File: src/rtl/uart_rx_capture.sv
// uart_rx_capture: UART receiver with 2-flop input sync, mid-bit sampling, framing checks and a byte FIFO.
module uart_rx_capture #(
  parameter int FIFO_DEPTH = 8,
  parameter int DIV_W = 16
) (
  input  logic             clk,
  input  logic             rstn,
  input  logic             rxd,
  input  logic [DIV_W-1:0] baud_div,
  output logic [7:0]       out_data,
  output logic             out_valid,
  input  logic             out_ready,
  output logic             frame_err,
  output logic             overrun,
  output logic [7:0]       err_cnt,
  output logic             busy
);
  localparam int AW = $clog2(FIFO_DEPTH);
  typedef enum logic [2:0] {IDLE, START, DATA, STOP, BRK} state_t;
  state_t state, state_n;
  logic rx_m, rxs;
  logic [DIV_W-1:0] cnt, cnt_n, div_q;
  logic [2:0] bidx, bidx_n;
  logic [7:0] shreg, shreg_n;
  logic push, ferr_n, ovr_n, pop, full, cnt_zero;
  logic [7:0] mem [FIFO_DEPTH];
  logic [AW-1:0] wp, rp;
  logic [AW:0] count;
  assign pop = out_valid && out_ready;
  assign full = count == (AW+1)'(FIFO_DEPTH);
  assign out_valid = count != '0;
  assign out_data = out_valid ? mem[rp] : 8'h00;
  assign busy = state != IDLE;
  assign cnt_zero = cnt == '0;
  always_ff @(posedge clk) begin
    if (!rstn) state <= IDLE;
    else state <= state_n;
  end
  // A pop in the same cycle frees a slot, so a full FIFO still accepts the push.
  always_comb begin
    state_n = state;
    cnt_n = cnt;
    bidx_n = bidx;
    shreg_n = shreg;
    push = 1'b0;
    ferr_n = 1'b0;
    ovr_n = 1'b0;
    case (state)
      IDLE: if (!rxs) begin
        state_n = START;
        cnt_n = (baud_div >> 1) - DIV_W'(1);
      end
      START: if (!cnt_zero) cnt_n = cnt - DIV_W'(1);
      else if (!rxs) begin
        state_n = DATA;
        cnt_n = div_q - DIV_W'(1);
        bidx_n = 3'd0;
      end else state_n = IDLE;
      DATA: if (!cnt_zero) cnt_n = cnt - DIV_W'(1);
      else begin
        shreg_n = {rxs, shreg[7:1]};
        cnt_n = div_q - DIV_W'(1);
        bidx_n = bidx + 3'd1;
        state_n = bidx == 3'd7 ? STOP : DATA;
      end
      STOP: if (!cnt_zero) cnt_n = cnt - DIV_W'(1);
      else if (!rxs) begin
        ferr_n = 1'b1;
        state_n = BRK;
      end else begin
        state_n = IDLE;
        push = !full || pop;
        ovr_n = full && !pop;
      end
      BRK: state_n = rxs ? IDLE : BRK;
      default: state_n = IDLE;
    endcase
  end
  always_ff @(posedge clk) begin
    if (!rstn) begin
      rx_m <= 1'b1;
      rxs <= 1'b1;
      cnt <= '0;
      div_q <= '0;
      bidx <= '0;
      shreg <= '0;
      frame_err <= 1'b0;
      overrun <= 1'b0;
      err_cnt <= '0;
      wp <= '0;
      rp <= '0;
      count <= '0;
    end else begin
      rx_m <= rxd;
      rxs <= rx_m;
      cnt <= cnt_n;
      bidx <= bidx_n;
      shreg <= shreg_n;
      frame_err <= ferr_n;
      overrun <= ovr_n;
      if (state == IDLE && !rxs) div_q <= baud_div;
      if ((ferr_n || ovr_n) && err_cnt != 8'hFF) err_cnt <= err_cnt + 8'd1;
      if (push) begin
        mem[wp] <= shreg;
        wp <= wp + AW'(1);
      end
      if (pop) rp <= rp + AW'(1);
      count <= count + (AW+1)'(push) - (AW+1)'(pop);
    end
  end
endmodule
File: config.mk
export PLATFORM = sky130hd
export DESIGN_NAME = uart_rx_capture
export DESIGN_NICKNAME = d
export VERILOG_FILES = /design/src/rtl/uart_rx_capture.sv
export SDC_FILE = /design/constraint.sdc
export NUM_CORES = 1
export LEC_CHECK = 0
export BUFFER_PORTS_ARGS = -buffer_cell sky130_fd_sc_hd__buf_2
export CORE_MARGIN = 2
export CORE_UTILIZATION = 35
export CTS_CLUSTER_DIAMETER = 120
export DETAILED_ROUTE_END_ITERATION = 8
export SYNTH_ARGS = -nofsm -noshare
export SYNTH_HDL_FRONTEND = slang
export SYNTH_SLANG_ARGS = --single-unit
File: constraint.sdc
create_clock -name clk -period 8.4 [get_ports clk]
set_clock_uncertainty 0.05 [all_clocks]
set_input_delay 0.84 -clock clk [delete_from_list [all_inputs] [get_ports clk]]
set_output_delay 0.84 -clock clk [all_outputs]
set_load 0.005 [all_outputs]
==> impl_metrics.env, run 1 <==
export IMPL_outcome="completed"
export IMPL_port_buffers=39
export IMPL_synthMostInstantiatedCell="nand2_1"
export IMPL_drt_first_pass_iters=7
export IMPL_holdCritPathClass="reg -> reg"
export IMPL_peakVddDrop_uv=145.8
export IMPL_cts_buffers=17
export IMPL_synth_area_um2=6489
export IMPL_finalCritPeriodShare_pct=42.52
export IMPL_cts_tree="yes"
export IMPL_layout_nets=687
export IMPL_core_um2=18090
export IMPL_antenna_left=0
export IMPL_start_util_pct=35.88
export IMPL_ys_warn_count=0
export IMPL_r2r_end="mem[2][2]"
export IMPL_antenna_found_initial=0
export IMPL_post_cts_resized=0
export IMPL_syn_nets=658
export IMPL_design_portCount=40
export IMPL_timing_final_max_slew_violations=0
export IMPL_cts_setup_buffers=0
export IMPL_power_density_nw_per_um2=254.0
export IMPL_path_clk_slew_ns=0.06
export IMPL_synth_edff_count=64
export IMPL_htree_levels=4
export IMPL_hold_viol=0
export IMPL_yosys_register_bits=135
export IMPL_hold_start="rx_m"
export IMPL_avgSynthCellArea_um2=10.42
export IMPL_r2r_start="cnt[0]"
export IMPL_cp_max_fo=10
export IMPL_drt_vias_per_instance=5.601
export IMPL_crit_path_start_kind="flip-flop"
export IMPL_grt_pass1_vias=4938
export IMPL_drive_gt1_share_pct=14.89
export IMPL_tightestPinTransition_ns=1.115
export IMPL_areaGrowthSynthToFinish_pct=14.81
export IMPL_grt_overflow_total=0
export IMPL_fp_dieArea_um2=19640
export IMPL_clock_sinks=135
export IMPL_p_leak_nw=2.590
export IMPL_drt_total_wl_mm=15.87
export IMPL_yosysSeqAreaShare_pct=51.52
export IMPL_root_buffer="clkbuf_16"
export IMPL_netlist_area_leader_share_pct=29.62
export IMPL_synth_ff_type="dfxtp_1"
export IMPL_grt_start_max_net_pins=47
export IMPL_drcViolationCount=0
export IMPL_critPathMostFrequentCell="nand3_1"
export IMPL_setup_worst_path_class="reg -> reg"
export IMPL_grt_usage_pct=16.64
export IMPL_vias=5007
export IMPL_clk_latency_ns=0.42
export IMPL_slowest_delay_ns=0.86
export IMPL_cp_cell_sequence="inv_1, ha_1, nor3b_2, nand3_1, nor4b_4, nand3_1, nor3_1"
export IMPL_worst_r2r_path_depth=7
export IMPL_setup_viol=0
export IMPL_end_kind="flip-flop"
export IMPL_netlist_top_cells_count="73 x nand2_1, 71 x dfxtp_1, 64 x edfxtp_1, 55 x a21oi_1, 52 x nor2_1"
export IMPL_fin_crit_ns=3.572
export IMPL_min_to="rxs"
export IMPL_min_path_cells=1
export IMPL_yosys_area_top_type="edfxtp_1"
export IMPL_routabilityCongestion=0.8664
export IMPL_grt_first_pass_wirelength_mm=25.61
export IMPL_cts_path_max_buffers=2
export IMPL_rsz0062_at_grt="false"
export IMPL_die_x_um=140.2
export IMPL_die_h_um=140.2
export IMPL_synth_area_top_cells="edfxtp_1 30%, dfxtp_1 22%, mux4_2 5.6%, a21oi_1 4.2%, nand2_1 4.2%"
export IMPL_critPathRequiredTime_ns=8.38
export IMPL_wire_per_inst_um=17.75
export IMPL_antenna_cells=0
export IMPL_drtIter0Drc=373
export IMPL_async_reset_ff_share_pct=0
export IMPL_arrival_ns=3.55
export IMPL_hpwlAfterDp_mm=11.05
export IMPL_clock_fmax_ghz=0.2800
export IMPL_cap_violations=0
export IMPL_slowest_stage="nor3_1"
export IMPL_netlist_instances=623
export IMPL_power_mw=1.893
export IMPL_synth_distinct_cells=62
export IMPL_timing_slew_headroom_pct=25.57
export IMPL_num_rows=49
export IMPL_cts_hold_buffers=0
export IMPL_reg2reg_slack_ns=4.83
export IMPL_fin_tns_setup_ns=0
## area by class of cell
type                            instances  area, um2
Fill cell                            1706      10640
Sequential cell                       135       3343
Multi-Input combinational cell        436       2940
Clock buffer                           17      425.4
Tap cell                              229      286.5
Timing Repair Buffer                   41      210.2
Clock inverter                         15      165.2
Inverter                               21      78.83
## cells in the final DEF, fill, tap and decap left out, types with 17 or more instances in the layout
cell type	instances
dfxtp_1	71
nor2_1	52
edfxtp_1	64
inv_1	20
clkbuf_16	17
a21oi_1	55
o21ai_0	19
nand2_1	73
xnor2_1	17
buf_2	39
## through the flow
| stage | hold WS, ns | utilization [%] | instances | worst slack (ns) | instance area (um2) |
|---|---|---|---|---|---|
| floorplan | 0.3363 | - | 623 | 5.447 | 6489 |
| global placement | 0.3509 | 37.92 | 862 | 5.040 | 6859 |
| detailed placement | 0.3543 | 37.92 | 862 | 4.862 | 6859 |
| CTS | 0.3723 | 41.19 | 894 | 4.856 | 7450 |
| global route | 0.3993 | 41.19 | 894 | 4.479 | 7450 |
| finish | 0.3652 | 41.19 | 894 | 4.828 | 7450 |
## critical path, delay by kind of cell, from the launching register on
kind	cells	cell delay, ns
buffers and inverters	1	0.09
and+or+nand+nor	5	2.50
adders and majority gates	1	0.21
DFF	1	0.34
## kinds of logic (layout without fill, tap and decap cells)
| kind of cell | after synthesis | count (layout) | share of synthesized area [%] |
|---|---|---|---|
| AO/OA/AOI/OAI | 131 | 131 | 12.61 |
| XOR/XNOR | 30 | 30 | 4.049 |
| adder cells (fa/ha/maj) | 15 | 15 | 3.008 |
| buffers and inverters | 52 | 94 | 3.259 |
| flip-flops | 135 | 135 | 51.52 |
| multiplexers | 27 | 27 | 7.250 |
| AND/OR/NAND/NOR | 233 | 233 | 18.30 |
## per-layer routing
| layer | share of wire (%) | vias to the layer above | wire [um] | global-route usage, % |
|---|---|---|---|---|
| met1 | 43 | 2447 | 6779 | 20.07 |
| met2 | 51 | 149 | 8050 | 28.92 |
| li1 | - | 2387 | - | - |
| met4 | 1.5 | 0 | 240 | 6.007 |
| met3 | 5.0 | 24 | 800 | 4.103 |
| met5 | 0 | - | 0 | 0 |
## flip-flops by register name (all words and copies together), names as in the netlist, named ones only
signal,cells
state,3
frame_err,1
rx_m,1
bidx,3
count,4
rp,3
shreg,8
overrun,1
err_cnt,8
mem,64
wp,3
cnt,16
div_q,16
rxs,1
## how the worst max path moves through the flow
stage,startpoint,to,slack [ns]
final,cnt[0],mem[2][2],4.83
after global routing,cnt[0],mem[0][1],4.48
after global placement,cnt[0],mem[0][0],5.04
after CTS,cnt[0],mem[2][3],4.86
after detailed placement,cnt[0],mem[2][1],4.86
after floorplan,cnt[10],mem[2][0],5.45
## power breakdown
| group | total (mW) | switching [mW] | internal [mW] |
|---|---|---|---|
| clock network | 0.744 | 0.300 | 0.444 |
| registers | 0.763 | 0.0525 | 0.710 |
| logic | 0.386 | 0.204 | 0.182 |
Power figures use the tool's default switching activity.
==> inputs of run 2 (changes only) <==
--- a/config.mk
+++ b/config.mk
@@ -5,6 +5,7 @@
 export SDC_FILE = /design/constraint.sdc
 export NUM_CORES = 1
 export LEC_CHECK = 0
+export ABC_AREA = 1
 export BUFFER_PORTS_ARGS = -buffer_cell sky130_fd_sc_hd__buf_2
 export CORE_MARGIN = 2
 export CORE_UTILIZATION = 35
==> constraint.sdc (replaced) <==
create_clock -name clk -period 3.1 [get_ports clk]
set_clock_uncertainty 0.05 [all_clocks]
set_input_delay 0.31 -clock clk [delete_from_list [all_inputs] [get_ports clk]]
set_output_delay 0.31 -clock clk [all_outputs]
set_load 0.005 [all_outputs]
==> run 2 against run 1 <==
  * Final cell count grew 38%
  * Utilization down 0.52 points
  * Clock power rose to 2.7 times the previous value
  * Register-to-register slack worse by 4.3 ns
  * Via count is 20% higher
  * Largest power group is now combinational cells
  * Highest routed layer unchanged
==> impl_metrics.env, run 2 <==
export IMPL_drtIter0Drc=382
export IMPL_hpwlAfterDp_mm=13.32
export IMPL_grt_start_max_net_pins=33
export IMPL_grt_usage_pct=17.71
export IMPL_synth_area_um2=7082
export IMPL_netlist_top_cells_count="188 x nor2_1, 165 x nand2_1, 83 x inv_1, 71 x dfxtp_1, 70 x nand3_1"
export IMPL_die_x_um=146.2
export IMPL_worst_r2r_path_depth=9
export IMPL_switching_share_pct=41.85
export IMPL_core_um2=20040
export IMPL_yosysSeqAreaShare_pct=47.21
export IMPL_clk_latency_ns=0.42
export IMPL_fin_tns_setup_ns=0
export IMPL_timing_final_max_slew_violations=0
export IMPL_timing_slew_headroom_pct=49.08
export IMPL_tightestPinTransition_ns=0.7627
export IMPL_htree_levels=4
export IMPL_cts_buffers=17
export IMPL_startpoint="count[2]"
export IMPL_areaGrowthSynthToFinish_pct=15.09
export IMPL_grt_overflow_total=0
export IMPL_slowest_delay_ns=0.58
export IMPL_use_met2_pct=30.38
export IMPL_antenna_cells=0
export IMPL_start_util_pct=35.34
export IMPL_ys_warn_count=0
export IMPL_cts_path_max_buffers=2
export IMPL_port_buffers=39
export IMPL_clock_fmax_ghz=0.3836
export IMPL_power_frac_comb_pct=39.9
export IMPL_cts_setup_buffers=0
export IMPL_top_regs="mem x64, cnt x16, div_q x16"
export IMPL_clockPowerShare_pct=28.3
export IMPL_synth_ff_type="dfxtp_1"
export IMPL_drive_gt1_share_pct=11.98
export IMPL_setup_viol=0
export IMPL_synthMostInstantiatedCell="nor2_1"
export IMPL_place_inst=1198
export IMPL_post_cts_resized=0
export IMPL_n_fill_cell=2090
export IMPL_peakVddDrop_uv=499.9
export IMPL_crit_path_start_kind="flip-flop"
export IMPL_netlist_area_leader_share_pct=27.14
export IMPL_cp_max_fo=10
export IMPL_layout_commonest_cell="nor2_1"
export IMPL_critPathRequiredTime_ns=3.10
export IMPL_r2r_start="count[2]"
export IMPL_critPathMostFrequentCell="nand2_1"
export IMPL_hold_viol=0
export IMPL_internal_power_mw=4.109
export IMPL_grt_first_pass_wirelength_mm=29.80
export IMPL_yosys_register_bits=135
export IMPL_avgSynthCellArea_um2=7.825
export IMPL_yosys_area_top_type="edfxtp_1"
export IMPL_hold_start="rxd"
export IMPL_path_clk_slew_ns=0.06
export IMPL_rsz0062_at_grt="false"
export IMPL_grt_use_met1_pct=22.12
export IMPL_async_reset_ff_share_pct=0
export IMPL_fin_crit_ns=2.607
export IMPL_cts_hold_buffers=0
export IMPL_holdCritPathClass="in -> reg"
export IMPL_power_density_nw_per_um2=867.0
export IMPL_top_usage_layer="met2"
export IMPL_finalCritPeriodShare_pct=84.09
export IMPL_design_portCount=40
export IMPL_grt_pass1_vias=5810
export IMPL_largest_reg_flops=64
export IMPL_drcViolationCount=0
export IMPL_wire_per_inst_um=14.81
export IMPL_die_h_um=146.2
export IMPL_num_rows=52
export IMPL_largest_register="mem"
export IMPL_outcome="completed"
export IMPL_setup_ws_ns=0.4931
export IMPL_fin_cells=1230
export IMPL_min_path_cells=2
export IMPL_clock_sinks=135
export IMPL_synth_area_top_cells="edfxtp_1 27%, dfxtp_1 20%, nor2_1 10%, nand2_1 8.7%, nand3_1 4.9%"
export IMPL_routabilityCongestion=0.9053
export IMPL_setup_worst_path_class="reg -> reg"
export IMPL_drt_first_pass_iters=5
export IMPL_dpl_worst_slack_ns=0.4499
export IMPL_layout_nets=982
export IMPL_seqPwrFrac_pct=31.8
export IMPL_power_switching_mw=2.957
export IMPL_fp_dieArea_um2=21390
export IMPL_final_cell_mix="188 x nor2_1, 165 x nand2_1, 83 x inv_1, 71 x dfxtp_1, 70 x nand3_1"
export IMPL_grt_met3_usage_pct=3.625
export IMPL_synth_edff_count=64
export IMPL_root_buffer="clkbuf_16"
export IMPL_arrival_ns=2.61
export IMPL_antenna_left=0
export IMPL_syn_nets=940
export IMPL_end_kind="flip-flop"
export IMPL_vias=6030
export IMPL_drt_total_wl_mm=18.22
export IMPL_cts_tree="yes"
export IMPL_cp_cell_sequence="inv_1, ha_1, nand2_1, nand2_1, a21oi_1, inv_2, nor2_4, nand2_2, nor2_1"
export IMPL_synth_distinct_cells=45
export IMPL_p_leak_nw=3.496
export IMPL_cap_violations=0
export IMPL_antenna_found_initial=0
export IMPL_slowest_stage="nor2_1"
export IMPL_drt_vias_per_instance=4.902
export IMPL_netlist_instances=905
## run 2: cell count changes in the layout (fill, tap and decap cells not counted), moves of 11 or more
cell,change
nand2b_1,-12
mux2i_1,-11
inv_1,+63
nor4_1,-14
o32ai_1,+14
nor2_1,+136
nor3_1,-12
nand2_1,+92
o21ai_1,+14
o21ai_0,+43
mux4_2,-16
nand3_1,+55
## run 2: routing by layer
layer  share of wire, %  routed length (um)
met3                3.7                 674
met2                 48                8813
met5                  0                   0
met1                 45                8256
met4                2.6                 477
## run 2: final cells by class
class | instances | area, um2 | share of cell area, %
Clock buffer | 17 | 425.4 | 5.220
Multi-Input combinational cell | 657 | 3281 | 40.25
Inverter | 86 | 325.3 | 3.991
Tap cell | 270 | 337.8 | 4.145
Timing Repair Buffer | 50 | 277.8 | 3.408
Clock inverter | 15 | 160.2 | 1.965
Sequential cell | 135 | 3343 | 41.02
## run 2: critical path: cells and delay by family (launching register included)
kind            cells  cell delay [ns]
compound gates      1             0.23
flops               1             0.31
buf+inv             2             0.15
fa+ha+maj           1             0.19
simple gates        5             1.30
## run 2: final timing paths
kind	endpoint	slack, ns
worst max-delay path	mem[7][0]	0.49
worst min-delay path	rx_m	0.02
worst max register to register	mem[7][0]	0.49
worst min register to register	rxs	0.36
## run 2: kinds of logic (layout without fill, tap and decap cells)
logic type / count (synthesis) / in the layout / share of synthesized area (%)
compound gates: 154 / 154 / 12.23
xor+xnor: 22 / 22 / 2.721
fa+ha+maj: 15 / 15 / 2.756
buf+inv: 113 / 168 / 6.466
flops: 135 / 135 / 47.21
simple gates: 466 / 466 / 28.62
## run 2: power groups by stage
| stage | registers (mW) | logic, mW | clock network, mW |
|---|---|---|---|
| after global placement | 2.28 | 2.80 | 0 |
| after global routing | 2.28 | 3.20 | 2.10 |
| after CTS | 2.24 | 2.83 | 2.03 |
| after floorplan | 2.21 | 2.18 | 0 |
| final | 2.25 | 2.82 | 2.00 |
| after detailed placement | 2.28 | 2.81 | 0 |
## run 2: per-stage QoR
step	power (mW)	cell area (um2)	util (%)	hold slack (ns)
after floorplan	4.392	7082	-	0.3425
after global placement	5.071	7565	37.75	0.3516
after detailed placement	5.093	7565	37.75	0.3532
after CTS	7.103	8150	40.67	0.003832
after global routing	7.579	8150	40.67	0.01230
final	7.066	8150	40.67	0.02264
